## src/rtl/fetch_pkg.sv

```systemverilog
// fetch_pkg: shared defaults, queue entry type and PC step helper for the fetch stage.
// Rev 1.0
`default_nettype none

package fetch_pkg;

  localparam int unsigned         XLEN_DEF     = 32;
  localparam int unsigned         ILEN_DEF     = 32;
  localparam logic [XLEN_DEF-1:0] RESET_PC_DEF = 32'h0000_0000;
  localparam int unsigned         PC_STEP_DEF  = 4;

  typedef struct packed {
    logic [XLEN_DEF-1:0] pc;
    logic [ILEN_DEF-1:0] instr;
  } fetch_entry_t;

  function automatic logic [XLEN_DEF-1:0] pc_next(input logic [XLEN_DEF-1:0] pc);
    return pc + XLEN_DEF'(PC_STEP_DEF);
  endfunction

endpackage

`default_nettype wire

```

## src/rtl/fetch_fifo.sv

```systemverilog
// fetch_fifo: synchronous FIFO with push/pop/flush; head reads as zero when empty.
// Rev 1.0
`default_nettype none

module fetch_fifo #(
  parameter int unsigned WIDTH = 64,
  parameter int unsigned DEPTH = 4
) (
  input  logic                       clk_i,
  input  logic                       rst_ni,
  input  logic                       push_i,
  input  logic                       pop_i,
  input  logic                       flush_i,
  input  logic [WIDTH-1:0]           wdata_i,
  output logic [WIDTH-1:0]           rdata_o,
  output logic [$clog2(DEPTH+1)-1:0] count_o,
  output logic                       full_o,
  output logic                       empty_o
);

  localparam int unsigned AW = $clog2(DEPTH);
  localparam int unsigned CW = $clog2(DEPTH+1);

  logic [WIDTH-1:0] mem_q [DEPTH];
  logic [AW-1:0]    wr_ptr_q;
  logic [AW-1:0]    rd_ptr_q;
  logic [CW-1:0]    count_q;
  logic             do_push;
  logic             do_pop;

  assign full_o  = (count_q == CW'(DEPTH));
  assign empty_o = (count_q == '0);
  assign count_o = count_q;
  assign do_push = push_i && (!full_o || pop_i);
  assign do_pop  = pop_i && !empty_o;
  assign rdata_o = empty_o ? '0 : mem_q[rd_ptr_q];

  always_ff @(posedge clk_i) begin
    if (!rst_ni || flush_i) begin
      wr_ptr_q <= '0;
      rd_ptr_q <= '0;
      count_q  <= '0;
    end else begin
      if (do_push) wr_ptr_q <= wr_ptr_q + AW'(1);
      if (do_pop)  rd_ptr_q <= rd_ptr_q + AW'(1);
      case ({do_push, do_pop})
        2'b10:   count_q <= count_q + CW'(1);
        2'b01:   count_q <= count_q - CW'(1);
        default: count_q <= count_q;
      endcase
    end
  end

  // Storage needs no reset: entries are only visible once written.
  always_ff @(posedge clk_i) begin
    if (do_push && !flush_i) mem_q[wr_ptr_q] <= wdata_i;
  end

  a_no_overflow: assert property (@(posedge clk_i) disable iff (!rst_ni)
    !(push_i && full_o && !pop_i));

endmodule

`default_nettype wire

```

## src/rtl/fetch_buffered.sv

```systemverilog
// fetch_buffered: credit-limited instruction fetch with in-order responses, decode queue and redirect flush.
// Rev 1.0
`default_nettype none

module fetch_buffered
  import fetch_pkg::*;
#(
  parameter int unsigned     XLEN            = XLEN_DEF,
  parameter int unsigned     ILEN            = ILEN_DEF,
  parameter int unsigned     DEPTH           = 4,
  parameter int unsigned     MAX_OUTSTANDING = 2,
  parameter logic [XLEN-1:0] RESET_PC        = XLEN'(RESET_PC_DEF),
  parameter int unsigned     PC_STEP         = PC_STEP_DEF
) (
  input  logic            i_clk,
  input  logic            i_rst_n,
  input  logic            i_redirect,
  input  logic [XLEN-1:0] i_redirect_pc,
  output logic            o_imem_req,
  output logic [XLEN-1:0] o_imem_addr,
  input  logic            i_imem_gnt,
  input  logic            i_imem_rvalid,
  input  logic [ILEN-1:0] i_imem_rdata,
  output logic            o_valid,
  input  logic            i_ready,
  output logic [XLEN-1:0] o_pc,
  output logic [ILEN-1:0] o_instr
);

  localparam int unsigned     CW   = $clog2(DEPTH+1);
  localparam int unsigned     OW   = $clog2(MAX_OUTSTANDING+1);
  localparam int unsigned     SW   = ((CW > OW) ? CW : OW) + 1;
  localparam int unsigned     EW   = XLEN + ILEN;
  localparam logic [XLEN-1:0] STEP = XLEN'(PC_STEP);

  logic [XLEN-1:0] fetch_pc_q, fetch_pc_d;
  logic [XLEN-1:0] resp_pc_q, resp_pc_d;
  logic [OW-1:0]   outstanding_q, outstanding_d;
  logic [OW-1:0]   discard_q, discard_d;

  logic [CW-1:0]   fifo_count;
  logic            fifo_full;
  logic            fifo_empty;
  logic [EW-1:0]   fifo_rdata;

  logic credit, req, acc, resp, drop, push, pop;

  always_comb begin
    credit = (SW'(outstanding_q) + SW'(fifo_count) < SW'(DEPTH))
          && (outstanding_q < OW'(MAX_OUTSTANDING))
          && !fifo_full;
    req    = !i_redirect && credit;
    acc    = req && i_imem_gnt;
    // A response with nothing outstanding is unexpected and has no effect.
    resp   = i_imem_rvalid && (outstanding_q != '0);
    drop   = resp && (discard_q != '0);
    push   = resp && !drop && !i_redirect;
    pop    = !fifo_empty && i_ready && !i_redirect;
  end

  always_comb begin
    fetch_pc_d    = fetch_pc_q;
    resp_pc_d     = resp_pc_q;
    discard_d     = discard_q;
    outstanding_d = outstanding_q;
    if (acc && !resp)      outstanding_d = outstanding_q + OW'(1);
    else if (!acc && resp) outstanding_d = outstanding_q - OW'(1);

    if (i_redirect) begin
      fetch_pc_d = i_redirect_pc;
      resp_pc_d  = i_redirect_pc;
      discard_d  = resp ? (outstanding_q - OW'(1)) : outstanding_q;
    end else begin
      if (acc)  fetch_pc_d = fetch_pc_q + STEP;
      if (drop) discard_d  = discard_q - OW'(1);
      if (push) resp_pc_d  = resp_pc_q + STEP;
    end
  end

  always_ff @(posedge i_clk) begin
    if (!i_rst_n) begin
      fetch_pc_q    <= RESET_PC;
      resp_pc_q     <= RESET_PC;
      outstanding_q <= '0;
      discard_q     <= '0;
    end else begin
      fetch_pc_q    <= fetch_pc_d;
      resp_pc_q     <= resp_pc_d;
      outstanding_q <= outstanding_d;
      discard_q     <= discard_d;
    end
  end

  fetch_fifo #(
    .WIDTH (EW),
    .DEPTH (DEPTH)
  ) u_fifo (
    .clk_i   (i_clk),
    .rst_ni  (i_rst_n),
    .push_i  (push),
    .pop_i   (pop),
    .flush_i (i_redirect),
    .wdata_i ({resp_pc_q, i_imem_rdata}),
    .rdata_o (fifo_rdata),
    .count_o (fifo_count),
    .full_o  (fifo_full),
    .empty_o (fifo_empty)
  );

  assign o_imem_req  = req;
  assign o_imem_addr = fetch_pc_q;
  assign o_valid     = !fifo_empty;
  assign o_pc        = fifo_rdata[EW-1:ILEN];
  assign o_instr     = fifo_rdata[ILEN-1:0];

endmodule

`default_nettype wire

```

## config.mk

```make
export PLATFORM = sky130hd
export DESIGN_NAME = fetch_buffered
export DESIGN_NICKNAME = d
export VERILOG_FILES = /design/src/rtl/fetch_pkg.sv /design/src/rtl/fetch_fifo.sv /design/src/rtl/fetch_buffered.sv
export SDC_FILE = /design/constraint.sdc
export NUM_CORES = 1
export LEC_CHECK = 0
export CAP_MARGIN = 20
export CORE_UTILIZATION = 50
export CTS_CLUSTER_DIAMETER = 100
export CTS_CLUSTER_SIZE = 28
export DETAILED_ROUTE_END_ITERATION = 8
export GPL_ROUTABILITY_DRIVEN = 0
export GPL_TIMING_DRIVEN = 0
export PLACE_DENSITY = 0.73
export SLEW_MARGIN = 10
export SYNTH_ARGS = -nofsm -noshare
export SYNTH_HDL_FRONTEND = slang
export SYNTH_SLANG_ARGS = --single-unit
```

## constraint.sdc

```tcl
create_clock -name i_clk -period 5.1 [get_ports i_clk]
set_input_delay 1.02 -clock i_clk [delete_from_list [all_inputs] [get_ports i_clk]]
set_output_delay 1.02 -clock i_clk [all_outputs]
set_load 0.01 [all_outputs]
```

After elaboration in Yosys (flattened, before gate mapping)
Memories as Yosys holds them, arrays and structs flattened. A register that Yosys moved wholly into a read port is not among the register bits.
Cells that the tools add are included.
{"block": "op_classes", "eq_ne": 3, "mux": 15, "reduce_logical": 32, "n_addsub": 10, "magnitude_cmp": 2}
{"cell": "two-way mux 32 bit", "n": 4}
{"cell": "adder 32 x 3 -> 32 bit, second input constant", "n": 2}
{"cell": "two-way mux 64 bit", "n": 1}
{"cell": "logical AND 1 bit", "n": 15}
{"cell": "two-way mux 2 bit", "n": 7}
{"cell": "nonzero test 2 bit", "n": 7}
{"cell": "zero test 1 bit", "n": 7}
{"cell": "adder 2 x 1 -> 2 bit, second input constant", "n": 3}
{"cell": "one-hot mux 3 bit (2 select lines)", "n": 1}
{"cell": "adder 2 x 3 -> 4 bit", "n": 1}
{"cell": "< comparator 4 x 3 -> 1 bit, second input constant", "n": 1}
{"cell": "subtractor 2 x 1 -> 2 bit, second input constant", "n": 2}
{"cell": "adder 3 x 1 -> 3 bit, second input constant", "n": 1}
{"cell": "== test 3 bit, second input constant", "n": 1}
{"cell": "zero test 3 bit", "n": 1}
{"cell": "subtractor 3 x 1 -> 3 bit, second input constant", "n": 1}
{"cell": "== test 2 x 1 -> 1 bit, second input constant", "n": 1}
{"cell": "== test 2 bit, second input constant", "n": 1}
{"cell": "logical OR 1 bit", "n": 2}
{"cell": "< comparator 2 bit, second input constant", "n": 1}
{"cell": "two-way mux 1 bit", "n": 2}
{"block": "word_totals", "inputBits": 70, "ff_bits": 75, "output_inout_bits": 98, "n_memories": 1, "ramBits": 256, "word_cells": 70}
{"memory": "u_fifo.mem_q", "words": 4, "width": 64, "read_ports": 1, "rd_clocked_by_memory_dff": 1, "wr": 1, "line": "fetch_fifo.sv:24", "rtl": "logic [WIDTH-1:0] mem_q [DEPTH];"}

Logic depth before layout (Yosys ltp)
Gate-level depths: netlist of run 1.
{"block": "depth", "ltp_word": 10, "mapped_depth": 11, "ltp_nobuf": 11}

Modules after synthesis
From an unflattened synthesis of run 1, not the netlist that was laid out.
{"block": "unflattened", "cells_unflattened": 951, "hier_area_um2": 14003.4}
{"mod": "fetch_fifo", "area_per_inst_um2": 10176.0, "cells_each": 461, "n_inst": 1, "seq_area_each_um2": 7867.5}
{"mod": "fetch_buffered", "area_per_inst_um2": 3827.4, "cells_each": 490, "n_inst": 1, "seq_area_each_um2": 1361.3}

Worst setup path before layout of run 1
No wires, ideal clock.
{"block": "synth_path", "kind": "in2reg", "from": "in i_imem_rvalid", "to": "mem u_fifo.mem_q[0][0], enable pin", "n_path_buf": 0, "arrival_time_ps": 3295, "required_time_ps": 4671, "cell_stages": 3, "slack_ps": 1376, "setup_time_ps": 429, "cell_sequence": "nand3b_1 nor3_1 and2_1"}
{"block": "synth_between", "elab_chain_cells": 9}
{"element": "start: declaration", "line": "fetch_buffered.sv:22", "rtl": "input logic i_imem_rvalid,"}
{"element": "logical AND 1 bit (*)", "line": "fetch_buffered.sv:55", "rtl": "resp = i_imem_rvalid && (outstanding_q != '0);"}
{"element": "logical AND 1 bit", "line": "fetch_buffered.sv:56", "rtl": "drop = resp && (discard_q != '0);"}
{"element": "zero test 1 bit", "line": "fetch_buffered.sv:57", "rtl": "push = resp && !drop && !i_redirect;"}
{"element": "logical AND 1 bit (*) (2 in series)", "line": "fetch_buffered.sv:57"}
{"element": "logical AND 1 bit (*)", "line": "fetch_fifo.sv:34", "rtl": "assign do_push = push_i && (!full_o || pop_i);"}
{"element": "logical AND 1 bit (*)", "line": "fetch_fifo.sv:56", "rtl": "if (do_push && !flush_i) mem_q[wr_ptr_q] <= wdata_i;"}
{"element": "two-way mux 1 bit (*)", "line": "fetch_fifo.sv:56"}
{"element": "two-way mux 1 bit (not written as such) (*)", "line": "fetch_fifo.sv:56"}
{"element": "end: declaration", "line": "fetch_fifo.sv:24"}
Mark *: on every way between the ends. The rest lies on a longest branch, timed or not.

Worst setup path in the final report of run 1
{"block": "layout_path", "from": "in i_redirect", "to": "out o_imem_req"}
{"block": "layout_between", "elab_chain_cells": 2}
{"element": "start: declaration", "line": "fetch_buffered.sv:17", "rtl": "input logic i_redirect,"}
{"element": "zero test 1 bit", "line": "fetch_buffered.sv:52", "rtl": "req = !i_redirect && credit;"}
{"element": "logical AND 1 bit", "line": "fetch_buffered.sv:52"}
{"element": "end: declaration", "line": "fetch_buffered.sv:19", "rtl": "output logic o_imem_req,"}
No other way between the ends.

==> results of run 1 <==
==> Yosys cell counts, drive strengths merged <==
library cell	number
a21boi	7
a21o	1
a21oi	55
a31oi	5
a41o	1
and2	75
and3	10
and3b	1
and4	10
buf	10
clkbuf	32
clkinv	1
dfxtp	77
edfxtp	256
fa	1
ha	11
inv	17
mux2i	2
mux4	64
nand2	34
nand3	22
nand3b	1
nand4	18
nand4b	2
nor2	15
nor2b	1
nor3	16
nor4	11
nor4b	3
o211a	1
o211ai	2
o21a	1
o21ai	35
o31a	1
or2	1
or3	5
or3b	1
xnor2	34
xor2	27
==> path summary, 6_finish.rpt <==
kind	start	end	slack [ns]	cells past startpoint
max	i_redirect	o_imem_req	1.01	5
min	o_imem_addr[0]$_SDFFE_PN0P_	o_imem_addr[0]$_SDFFE_PN0P_	0.49	2
max reg2reg	outstanding_q[1]$_SDFFE_PN0P_	u_fifo.count_o[2]$_SDFFE_PP0P_	2.06	11
min reg2reg	o_imem_addr[0]$_SDFFE_PN0P_	o_imem_addr[0]$_SDFFE_PN0P_	0.49	2
==> cell families after synthesis <==
family | Yosys count
AO/OA/AOI/OAI | 109
XOR/XNOR | 61
adder cells (fa/ha/maj) | 12
AND/OR/NAND/NOR | 226
multiplexers | 66
buffers and inverters | 60
flip-flops | 333
==> routing by layer <==
metal	vias up	global-route usage	routed length, um	part of all wire
met2	270	0.339	13500	0.48
li1	3677	-	-	-
met4	0	0.0399	411	0.015
met5	-	0	0	0
met1	3924	0.286	12300	0.44
met3	23	0.0252	1720	0.062
==> worst min-delay path: stages (launching register included) <==
cell,delay (ns)
sky130_fd_sc_hd__dfxtp_1,0.33
sky130_fd_sc_hd__nand2_1,0.05
sky130_fd_sc_hd__a21boi_0,0.06
==> stage by stage <==
| stage | area [um2] | hold slack [ns] | worst slack [ns] | power, mW |
|---|---|---|---|---|
| 6_report | 16200 | 0.487 | 1.01 | 5.03 |
| 4_1_cts | 16200 | 0.483 | 0.972 | 5.06 |
| 3_5_place_dp | 15800 | 0.469 | 0.987 | 3.75 |
| 5_1_grt | 16200 | 0.495 | 0.865 | 5.22 |
| 2_1_floorplan | 13600 | 0.460 | 1.38 | 3.48 |
| 3_3_place_gp | 15700 | 0.459 | -0.596 | 3.73 |
==> registers in the layout (all words and copies together) (netlist names), named ones only <==
signal and cells:
outstanding_q 2, u_fifo.wr_ptr_q 2, u_fifo.rd_ptr_q 2, u_fifo.count_o 3, resp_pc_q 32, u_fifo.mem_q 256, o_imem_addr 32, discard_q 2
==> cell usage in the layout (no fill, tap or decap), drive strengths merged, types with 2 or more instances in the layout <==
master         count
a21boi             7
a21oi             55
a31oi              5
and2              75
and3              10
and4              10
buf               14
clkbuf            56
clkdlybuf4s50    165
dfxtp             77
edfxtp           256
ha                11
inv               18
mux2i              2
mux4              64
nand2             34
nand3             22
nand4             18
nand4b             2
nor2              15
nor3              16
nor4              11
nor4b              3
o211ai             2
o21ai             35
or3                5
xnor2             34
xor2              27
==> where the power goes <==
group / leakage, nW / internal [mW] / switching (mW) / total (mW)
Combinational: 1.91 / 0.282 / 0.269 / 0.550
Sequential: 2.96 / 3.04 / 0.0931 / 3.13
Clock: 0.200 / 0.566 / 0.783 / 1.35
==> area by class of cell <==
| cell class | instances | area, um2 |
|---|---|---|
| Sequential cell | 333 | 9230 |
| Buffer | 42 | 181 |
| Timing Repair Buffer | 169 | 1760 |
| Clock buffer | 24 | 409 |
| Tap cell | 341 | 427 |
| Multi-Input combinational cell | 474 | 4160 |
| Fill cell | 2048 | 10600 |
| Inverter | 18 | 67.6 |
| Clock inverter | 2 | 13.8 |
==> results_tabular.tex, run 1 <==
\begin{tabular}{lr}
\hline
Metric & Value \\
\hline
\multicolumn{2}{l}{\textbf{Yosys}} \\
\quad Fraction of the mapped netlist area in simple logic gates & 0.103 \\
\quad XOR/XNOR Fraction of Synth Area & 0.0392 \\
\quad Adder-cell share of the synthesized area & 0.0116 \\
\quad Synth area leaders & sky130\_fd\_sc\_hd\_\_edfxtp\_1, sky130\_fd\_sc\_hd\_\_dfxtp\_1, sky130\_fd\_sc\_hd\_\_mux4\_2 \\
\quad Syn nets & 949 \\
\quad Largest family of logic cells by synthesized area & multiplexers \\
\quad Fraction of the mapped netlist area in compound gates & 0.0435 \\
\quad Gate count after technology mapping & 867 \\
\quad Post-synthesis area per instance & 15.7 um2 \\
\quad Portion of the post-synthesis area used by sequential elements & 0.677 \\
\quad Post-synth top area share & 0.564 \\
\quad Mapped cell area & 13600 um2 \\
\quad Yosys synthesis warning count & 0 \\
\quad Cell taking the most area after synthesis & sky130\_fd\_sc\_hd\_\_edfxtp\_1 \\
\quad Netlist cell types & 51 \\
\quad Portion of netlist area occupied by mux cells & 0.107 \\
\quad Flip-flop and latch count after synthesis & 333 \\
\multicolumn{2}{l}{\textbf{Cells and area}} \\
\quad Layout-stage area growth over the synthesis result & 19.2\% \\
\quad Number of antenna cells inserted & 0 \\
\quad Final std cells w/o fill & 1403 \\
\quad Share of layout cells above drive strength 1 & 0.109 \\
\quad Final net count & 1135 \\
\quad Utilization of the core after routing & 0.605 \\
\multicolumn{2}{l}{\textbf{Clock network}} \\
\quad Total clock sinks & 333 \\
\quad PostCTS Resize Cnt & 0 \\
\quad H-tree levels & 1 \\
\quad Cts bufs inserted & 15 \\
\quad Hold-fix buffer count after cts & 0 \\
\quad Clock tree from TritonCTS & yes \\
\quad Post-CTS setup buffers & 0 \\
\quad Number of buffers on the longest clock path & 3 \\
\quad Clock edge transition at the registers on the reported setup and hold paths & 0.11 ns \\
\quad Clock tree root buffer cell & sky130\_fd\_sc\_hd\_\_clkbuf\_16 \\
\quad Clk Latency, worst-skew pair & 0.52 ns \\
\multicolumn{2}{l}{\textbf{Timing}} \\
\quad Time the final worst path needs with I/O delays and setup & 4.09 ns \\
\quad Number of setup violations in the final report & 0 \\
\quad Final number of hold-violating endpoints & 0 \\
\quad Max\_slew headroom & 0.438 \\
\quad Setup TNS & 0 ns \\
\quad RSZ-0062 raised after global routing & false \\
\quad Final period utilization & 0.803 \\
\quad Setup clock skew after layout & 0.0308 ns \\
\quad FMAX & 244 MHz \\
\quad Slew at the pin closest to its max-slew limit & 0.837 ns \\
\quad Number of pins with negative max-slew slack in the final report & 0 \\
\multicolumn{2}{l}{\textbf{Floorplan}} \\
\quad Die X-Extent & 167 um \\
\quad Vert. Die Dim & 167 um \\
\quad Core region area & 26900 um2 \\
\quad Area of the die & 27900 um2 \\
\quad I/O Pins & 168 \\
\quad Initial Util & 0.507 \\
\quad \# rows & 60 \\
\multicolumn{2}{l}{\textbf{Place}} \\
\quad Port Buffers & 165 \\
\quad Post-Place Cells & 1377 \\
\quad Post-detail-place hpwl & 19200 um \\
\multicolumn{2}{l}{\textbf{Setup path}} \\
\quad Req. time, crit path & 4.08 ns \\
\quad Slowest-stage cell, CP & sky130\_fd\_sc\_hd\_\_clkinv\_1 \\
\quad CP bufs+invs & 4 \\
\quad List of cells traversed by the critical path & clkbuf\_1 > clkinv\_1 > clkbuf\_1 > and3\_1 > clkdlybuf4s50\_1 \\
\quad Arrival time at the worst endpoint & 3.07 ns \\
\quad Highest fanout seen on the critical path & 10 \\
\quad Setup CP Type & input pin to output pin \\
\quad CP most frequent cell & sky130\_fd\_sc\_hd\_\_clkbuf\_1 \\
\quad Category of cells accounting for the largest share of critical-path delay & buffers and inverters \\
\quad Crit. End Element & output pin \\
\quad Delay contributed by the slowest stage of the critical path & 0.48 ns \\
\quad Kind of launch point of the worst setup path & input pin \\
\multicolumn{2}{l}{\textbf{Route}} \\
\quad Detailed-route wire length & 27900 um \\
\quad Vias & 7894 \\
\quad DRC marker count from the first detailed-route iteration & 571 \\
\quad Number of nets with antenna violations after routing & 0 \\
\quad Number of DRC violations after detailed routing & 0 \\
\quad Number of iterations in the first detailed-routing pass & 5 \\
\quad Vias per cell & 5.63 \\
\quad Per-cell routed wire length & 19.9 um \\
\multicolumn{2}{l}{\textbf{GRT}} \\
\quad Total routing resource utilization after global routing & 0.202 \\
\quad Number of global-route vias before repair & 7790 \\
\quad Pin count of the biggest net entering global routing & 54 \\
\quad First-pass GRT wire length & 43300 um \\
\quad Overall overflow remaining after global route & 0 \\
\quad Initial antenna violation count & 0 \\
\multicolumn{2}{l}{\textbf{Hold path}} \\
\quad Class of the worst hold path & flip-flop to flip-flop \\
\multicolumn{2}{l}{\textbf{Run}} \\
\quad Maximum Capacitance Violations & 0 \\
\multicolumn{2}{l}{\textbf{Pwr}} \\
\quad VDD IR max & 0.220 mV \\
\quad Leakage power & 5.07 nW \\
\quad Cell area power density & 310 nW/um2 \\
\multicolumn{2}{l}{\textbf{Run status}} \\
\quad Status & complete, no violations \\
\hline
\end{tabular}
Power figures use the tool's default switching activity.
==> run 2, diff against run 1 <==
Clock period 5.1 ns to 4 ns, I/O delays scaled along.
==> results of run 2 <==
Same layout as run 1 (identical final DEF). Status: complete, no violations.
Among the figures that moved: setup slack after placement 0.987 ns -> 0.327 ns; setup slack after layout 1.01 ns -> 0.247 ns; end point of the critical path o_imem_req -> o_instr[14]; register-to-register setup slack 2.06 ns -> 0.96 ns; total power 5.03 mW -> 6.41 mW; worst IR drop on VDD 0.220 mV -> 0.280 mV
